--- config.mk ---
export PLATFORM = sky130hd
export DESIGN_NAME = ifetch
export DESIGN_NICKNAME = d
export VERILOG_FILES = /design/src/rtl/ifetch.sv
export SDC_FILE = /design/constraint.sdc
export NUM_CORES = 1
export LEC_CHECK = 0
export BUFFER_PORTS_ARGS = -buffer_cell sky130_fd_sc_hd__buf_4
export CAP_MARGIN = 0
export CORE_UTILIZATION = 54
export CTS_CLUSTER_SIZE = 28
export DETAILED_ROUTE_END_ITERATION = 10
export GPL_TIMING_DRIVEN = 0
export HOLD_SLACK_MARGIN = 0.05
export PLACE_DENSITY_LB_ADDON = 0.3
export RECOVER_POWER = 100
export SLEW_MARGIN = 25
export SYNTH_ARGS = -nofsm -noshare
export SYNTH_HDL_FRONTEND = slang
export SYNTH_SLANG_ARGS = --single-unit
--- constraint.sdc ---
create_clock -name clk -period 6.75 [get_ports clk]
set_input_delay 1.35 -clock clk [delete_from_list [all_inputs] [get_ports clk]]
set_output_delay 1.35 -clock clk [all_outputs]
set_load 0.005 [all_outputs]
--- src/rtl/ifetch.sv ---
// Instruction fetch stage: presents insn/IP to the decoder and keeps a
// single-entry prefetch buffer filled through one outstanding memory read.
module ifetch #(
  parameter int iaddr_width = 10,
  parameter int idata_width = 16,
  parameter logic [iaddr_width-1:0] RESET_ADDR = '0
) (
  input  logic                   clk,
  input  logic                   rst_n,
  input  logic [iaddr_width-1:0] ip_next,
  input  logic                   advance,
  output logic                   imem_req,
  output logic [iaddr_width-1:0] imem_addr,
  input  logic                   imem_ack,
  input  logic [idata_width-1:0] imem_rdata,
  output logic [iaddr_width-1:0] IP,
  output logic [idata_width-1:0] insn,
  output logic                   insn_valid
);

  logic [iaddr_width-1:0] ip_q, ip_d;
  logic [idata_width-1:0] insn_q, insn_d;
  logic                   insn_valid_q, insn_valid_d;
  logic [iaddr_width-1:0] pf_addr_q, pf_addr_d;
  logic [idata_width-1:0] pf_data_q, pf_data_d;
  logic                   pf_valid_q, pf_valid_d;
  logic [iaddr_width-1:0] req_addr_q, req_addr_d;
  logic                   req_busy_q, req_busy_d;
  logic                   req_stale_q, req_stale_d;

  logic                   ack;
  logic                   adv;
  logic                   pf_hit;
  logic                   ack_hit;
  logic                   issue;
  logic [iaddr_width-1:0] issue_addr;

  assign ack        = imem_ack && req_busy_q;
  assign adv        = insn_valid_q && advance;
  assign pf_hit     = pf_valid_q && (pf_addr_q == ip_next);
  assign ack_hit    = ack && !req_stale_q && (req_addr_q == ip_next);
  assign issue      = !req_busy_q && (!insn_valid_q || !pf_valid_q);
  assign issue_addr = insn_valid_q ? ip_q + 1'b1 : ip_q;

  assign imem_req   = req_busy_q;
  assign imem_addr  = req_addr_q;
  assign IP         = ip_q;
  assign insn       = insn_q;
  assign insn_valid = insn_valid_q;

  // Next-state: issue, then ack delivery, then decoder advance overrides.
  always_comb begin
    ip_d         = ip_q;
    insn_d       = insn_q;
    insn_valid_d = insn_valid_q;
    pf_addr_d    = pf_addr_q;
    pf_data_d    = pf_data_q;
    pf_valid_d   = pf_valid_q;
    req_addr_d   = req_addr_q;
    req_busy_d   = req_busy_q;
    req_stale_d  = req_stale_q;

    if (issue) begin
      req_busy_d = 1'b1;
      req_addr_d = issue_addr;
    end

    if (ack) begin
      req_busy_d = 1'b0;
      if (req_stale_q) begin
        req_stale_d = 1'b0;
      end else if (!insn_valid_q && req_addr_q == ip_q) begin
        insn_d       = imem_rdata;
        insn_valid_d = 1'b1;
      end else begin
        pf_data_d  = imem_rdata;
        pf_addr_d  = req_addr_q;
        pf_valid_d = 1'b1;
      end
    end

    if (adv) begin
      ip_d = ip_next;
      if (pf_hit) begin
        insn_d       = pf_data_q;
        insn_valid_d = 1'b1;
        pf_valid_d   = 1'b0;
      end else if (ack_hit) begin
        insn_d       = imem_rdata;
        insn_valid_d = 1'b1;
        pf_valid_d   = 1'b0;
      end else begin
        insn_valid_d = 1'b0;
        pf_valid_d   = 1'b0;
        // A read launched for the old path is poisoned unless it
        // happens to be the new demand address.
        if (req_busy_q) begin
          if (!ack && req_addr_q != ip_next)
            req_stale_d = 1'b1;
        end else if (issue && issue_addr != ip_next) begin
          req_stale_d = 1'b1;
        end
      end
    end
  end

  // State registers with asynchronous active-low reset.
  always_ff @(posedge clk or negedge rst_n) begin
    if (!rst_n) begin
      ip_q         <= RESET_ADDR;
      insn_q       <= '0;
      insn_valid_q <= 1'b0;
      pf_addr_q    <= '0;
      pf_data_q    <= '0;
      pf_valid_q   <= 1'b0;
      req_addr_q   <= '0;
      req_busy_q   <= 1'b0;
      req_stale_q  <= 1'b0;
    end else begin
      ip_q         <= ip_d;
      insn_q       <= insn_d;
      insn_valid_q <= insn_valid_d;
      pf_addr_q    <= pf_addr_d;
      pf_data_q    <= pf_data_d;
      pf_valid_q   <= pf_valid_d;
      req_addr_q   <= req_addr_d;
      req_busy_q   <= req_busy_d;
      req_stale_q  <= req_stale_d;
    end
  end

endmodule

### After elaboration in Yosys (flattened, before gate mapping)

Cells that the tools add are included.

* reduce and logical (&&, ||, !) cells: 21
* eq/ne operators: 7
* multipliers: 0
* bitwise operators: 2
* multiplexer cells: 26
* div/mod/pow operators: 0
* shift operators: 0
* add/subtract/negate cells: 1
* order comparisons: 0

Operators by type and width (count)
* two-way mux 16 bit: 6
* equality test 10 bit: 3
* != test 10 bit: 2
* two-way mux 1 bit: 19
* adder 10 x 1 -> 10 bit (second input constant): 1
* two-way mux 10 bit: 1
* logical AND 1 bit: 9
* AND reduction 3 bit: 3
* nonzero test 2 bit: 3
* zero test 1 bit: 5
* != test 2 x 1 -> 1 bit (second input constant): 1
* != test 2 bit (second input constant): 1
* NOT 1 bit: 2
* logical OR 1 bit: 1

* memories: 0
* word-level logic and storage cells: 66
* output and inout port bits: 38
* flip-flop bits (word level): 66
* bits in latches: 0
* bits in writable memories: 0
* memory bits (read-only): 0

### Longest topological paths before layout

* depth after elaboration: 9
* gate-level depth with buffers: 9
* mapped depth without buffers: 7

### Worst setup path before layout

No wires, ideal clock.

* kind: input to register
* start: input ip_next[1]
* end: register req_stale_q
* setup time: 122 ps
* data required time: 6628 ps
* buffers on the path: 1
* setup slack: 3686 ps
* arrival: 2942 ps
* stages: 7
* cell sequence: clkbuf_1 -> xor2_1 -> nor3_1 -> a31oi_1 -> or4_1 -> or4_1 -> a32o_1

* cells in the longest elaborated chain, start to end: 7
* elaborated cells between the ends (all ways): 14

Ends and longest elaborated chain
* start: declaration: line 10 `input logic [iaddr_width-1:0] ip_next,`
* != test 10 bit (on tied branches): line 100, 98
* logical AND 1 bit (on tied branches): line 100, 98
* two-way mux 1 bit (on tied branches): line 100, 98
* two-way mux 1 bit: line 97 `if (req_busy_q) begin`
* two-way mux 1 bit: line 88 `end else if (ack_hit) begin`
* two-way mux 1 bit *: line 84 `if (pf_hit) begin`
* two-way mux 1 bit *: line 82 `if (adv) begin`
* named net req_stale_d: line 29 `logic req_stale_q, req_stale_d;`
* end signal: assignment: line 128 `req_stale_q <= req_stale_d;`
* end: declaration: line 29

The timed path passes the listed nets; every way through them passes the cells marked *.
A chain may end at the register's enable or synchronous reset.

==> summary by stage <==
Global route
The maximum number of pins on one net before global-route repair is 67. The number of antenna violations at the first check in global routing is 0. The first global-routing pass estimated 15.4 mm of wire.

The via count of the first global-routing pass is between 3000 and 4000. The global route total overflow is 0. For this run, the total global-route usage over all layers was measured as 28.0%.

Detailed routing
The vias per cell is 5.98. For this block, the initial DRC count from the detailed router was ~250. The total iterations of the first detailed-routing run is 7. The DRC violation count after routing is 0. After detailed routing, the total wire length is 9.32 mm. The count of nets left with antenna violations once routing finished came out at 0. The routed length per placed instance is 17.3 um. The final route contains 3227 vias.

Yosys
Yosys mapped a number of flops with a built-in enable equal to 0. The netlist uses 44 different library cells. Of the synthesized area, sequential elements account for 44.8%.

The cell count after synthesis came out at 385. The biggest area consumer among synthesized cells is sky130_fd_sc_hd__dfrtp_1. The synthesized netlist occupies a cell area of 0.00369 mm^2. The post-synthesis net count is ~420. Of the post-synthesis cell area, the dominant cell type holds 44.8%. During synthesis, Yosys emitted a total of 0 warnings. The synthesized design contains 66 register bits. The dominant cell by count in the synthesized netlist is sky130_fd_sc_hd__dfrtp_1. By area the synthesized netlist is led by sky130_fd_sc_hd__dfrtp_1 (45%), sky130_fd_sc_hd__mux2_1 (6.7%), sky130_fd_sc_hd__xor2_1 (6.4%), sky130_fd_sc_hd__xnor2_1 (5.2%), sky130_fd_sc_hd__nand2_1 (4.7%). The fraction of registers with async set/reset is 100%. The most used flip-flop cell after synthesis is sky130_fd_sc_hd__dfrtp_1.

Dividing the synthesized area by the synthesized cell count gives 9.57 um^2. Ranked by instance count, the synthesized netlist is headed by sky130_fd_sc_hd__dfrtp_1 (66), sky130_fd_sc_hd__nand2_1 (46), sky130_fd_sc_hd__xor2_1 (27), sky130_fd_sc_hd__nor2_1 (25), sky130_fd_sc_hd__a21oi_1 (24).

Min path
The worst min-delay path category is reg2reg.

STA
The worst pin sits at a relative slew slack of -131%. For this run, the top clock speed supported by timing is 243 MHz. The final-report max-slew violation count was 67. After layout, the worst path uses 61.0% of the clock period.

The worst-case clock skew is 0.0120 ns. The smallest hold slack is 0.485 ns. The minimum period implied by the final worst setup slack is about 4.1 ns.

The actual transition at the worst max-transition pin is 3.47 ns. Summed over all failing endpoints, the final setup total negative slack is 0 ns. The final number of hold-violating endpoints is 0. After layout, the worst setup slack is 2.64 ns. Setup repair after global routing left no endpoint under its margin. The count of endpoints failing setup in the final report is 0.

Floorplanning
The die is 84.6 um tall. The standard cell core area is 0.00646 mm^2. The die covers 0.00716 mm^2.

The number of top-level pins is 68. The placement row count is 29. Once the floorplan was initialized, standard cells occupied 57.1% of the core. The width of the chip is between 80 and 90 um.

Clock tree
The later pin in the worst-skew pair is clocked with a latency of 0.36 ns. No sink is reached through more buffers than the 2 on the longest clock path. The count of instances resized after the clock tree is built is 0. The TritonCTS clock tree is done. CTS built an H-tree with a depth of 3. For this design, the sink count on the clock tree is 66. The hold-fix buffer count after cts is 0. After clock tree synthesis, the clock-pin slew on the worst setup and hold paths is 0.08 ns. The number of buffers added by the clock tree synthesis step is 9.

In this run the post-CTS setup repair buffer count came out at 0. The clock root buffer is sky130_fd_sc_hd__clkbuf_8.

Critical path
The arrival time of data at the critical path endpoint is 3.79 ns. The signal on the critical path passes through clkbuf_1. Broken down by cell family, the worst path's largest delay share belongs to buffers and inverters. Following the worst setup path forward leads to its endpoint at IP[7]$_DFFE_PN0P_.

The worst setup path is launched from an input pin. The cell with the largest stage delay on the worst path is sky130_fd_sc_hd__clkbuf_1. The worst setup path is captured at an async pin.

The critical path is of the in2async type. STA puts the critical path data required time at about 6.4 ns. For flop-to-flop paths, the worst setup slack is 4.14 ns. The start point of the critical path is rst_n. The total buffers and inverters traversed by the critical path is 1. The peak per-stage delay on the critical path is about 2.4 ns. The launching point of the worst reg2reg path is IP[9]$_DFFE_PN0P_. Measured in cells, the most critical reg-to-reg path has a length of 7. The worst register-to-register path ends at pf_data_q[13]$_DFFE_PN0P_.

In this run the worst path has a maximum fanout of 66. The logic depth of the worst path, buffers included is 1.

Power and ir drop
The cell-internal power is approximately 1.1 mW. Net switching is a little over a third of the power. The part of the power in combinational logic is 35.3%. The static leakage is just over 2 nW.

The power density over the cells is 373 mW/mm^2. The maximum vdd ir drop is between 0.2 and 0.25 mV. The analysis attributes to net switching a power of 0.592 mW. The clock share of power is a little under a quarter. Per report_power, the sequential group accounts for 41.3% of the total.

Place
Summed over all nets, the half-perimeter wirelength after detailed placement is 6.68 mm. The instance count after placement with tap cells included is ~520. The worst setup timing slack at the placement stage is about 3.3 ns. The placed instances occupy a cell area of around 0.0042 mm^2.

Port buffering added 62 buffers. The routability-driven placement congestion ratio is 0.912.

Finish
The layout overhead on the synthesized area is 20.9%. The count of fill cells added during filler insertion is 521. The finished layout holds 540 standard cells, fillers aside. The total number of nets in the final design is 489. In the final layout, the share of cells above drive strength 1 is around a fifth. The final instance area is 0.00446 mm^2.

The number of antenna repair diodes is 0.

Run
The number of maximum-capacitance violations is 1.

Outcome
The checks that failed: max-capacitance violations, max-slew violations. The run finished, with violations left.
==> routing by layer <==
layer  part of all wire (%)  routed length (um)  vias to the layer above  global-route usage [%]
met5                      0                   0                        -                       0
met4                    2.1                 199                        0                    11.1
met3                    6.3                 583                       22                    5.31
met2                     46                4330                      140                    42.1
met1                     45                4210                     1582                    40.3
li1                       -                   -                     1483                       -
==> stage by stage <==
step                      total power [mW]  utilization, %
after floorplan                       1.04               -
after global placement                1.25            65.8
after detailed placement              1.28            65.8
after CTS                             1.67            69.3
after global routing                  1.76            69.0
final                                 1.66            69.0
==> power groups by stage <==
stage                     combinational, mW  sequential (mW)  clock, mW
final                                 0.587            0.687      0.388
after global routing                  0.652            0.706      0.406
after CTS                             0.595            0.685      0.387
after detailed placement              0.593            0.691          0
after global placement                0.571            0.681          0
after floorplan                       0.376            0.664          0
==> how the worst min path moves through the flow <==
stage / depth (start not counted) / from / end / slack, ns
after floorplan: 2 / pf_data_q[0]$_DFFE_PN0P_ / pf_data_q[0]$_DFFE_PN0P_ / 0.45
after global routing: 2 / pf_data_q[9]$_DFFE_PN0P_ / pf_data_q[9]$_DFFE_PN0P_ / 0.52
after detailed placement: 2 / pf_data_q[3]$_DFFE_PN0P_ / pf_data_q[3]$_DFFE_PN0P_ / 0.47
after global placement: 2 / pf_data_q[9]$_DFFE_PN0P_ / pf_data_q[9]$_DFFE_PN0P_ / 0.46
after CTS: 2 / pf_data_q[3]$_DFFE_PN0P_ / pf_data_q[3]$_DFFE_PN0P_ / 0.49
final: 2 / pf_data_q[0]$_DFFE_PN0P_ / pf_data_q[0]$_DFFE_PN0P_ / 0.48
==> cells in the final DEF, fill, tap and decap left out, types with 4 or more instances in the layout <==
master and instances:
sky130_fd_sc_hd__o211ai_1 5, sky130_fd_sc_hd__nand4_1 10, sky130_fd_sc_hd__mux2i_1 11, sky130_fd_sc_hd__buf_2 4
sky130_fd_sc_hd__inv_1 6, sky130_fd_sc_hd__buf_6 4, sky130_fd_sc_hd__nor2_1 25, sky130_fd_sc_hd__clkbuf_8 10
sky130_fd_sc_hd__nand3_1 18, sky130_fd_sc_hd__o21ai_0 9, sky130_fd_sc_hd__nand2_1 47, sky130_fd_sc_hd__dfrtp_1 66
sky130_fd_sc_hd__clkbuf_4 37, sky130_fd_sc_hd__xnor2_1 22, sky130_fd_sc_hd__a21oi_1 24, sky130_fd_sc_hd__o22ai_1 10
sky130_fd_sc_hd__xor2_1 27, sky130_fd_sc_hd__clkbuf_1 25, sky130_fd_sc_hd__and3_1 4, sky130_fd_sc_hd__nor3_1 11
sky130_fd_sc_hd__buf_4 24, sky130_fd_sc_hd__mux2_1 22, sky130_fd_sc_hd__and2_1 6, sky130_fd_sc_hd__nor4_1 4
==> logic make-up (layout without fill, tap and decap cells) <==
group                      count (synthesis)  in the layout  share of synthesized area (%)
xor gates and xnor gates                  50             50                           12.1
and+or+nand+nor                          140            140                           18.6
adders and majority gates                  1              1                          0.339
buffers and inverters                     37            115                           5.06
muxes                                     33             33                           9.71
DFF                                       66             66                           44.8
AOI/OAI and AO/OA                         58             58                           9.37
==> flip-flops by register name (all words and copies together) (netlist names) <==
name and flops:
pf_data_q 16, insn 16, IP 10, pf_addr_q 10, imem_req 1, insn_valid 1, imem_addr 10, pf_valid_q 1
req_stale_q 1
==> area by class of cell <==
| class | instances | area (um^2) | share of cell area, % |
|---|---|---|---|
| Buffer | 31 | 159 | 3.57 |
| Clock buffer | 11 | 141 | 3.17 |
| Clock inverter | 5 | 85.1 | 1.91 |
| Inverter | 6 | 22.5 | 0.505 |
| Multi-Input combinational cell | 282 | 1850 | 41.4 |
| Sequential cell | 66 | 1650 | 37.1 |
| Tap cell | 77 | 96.3 | 2.16 |
| Timing Repair Buffer | 62 | 454 | 10.2 |
Note: power is estimated with default switching activity, not from simulation.
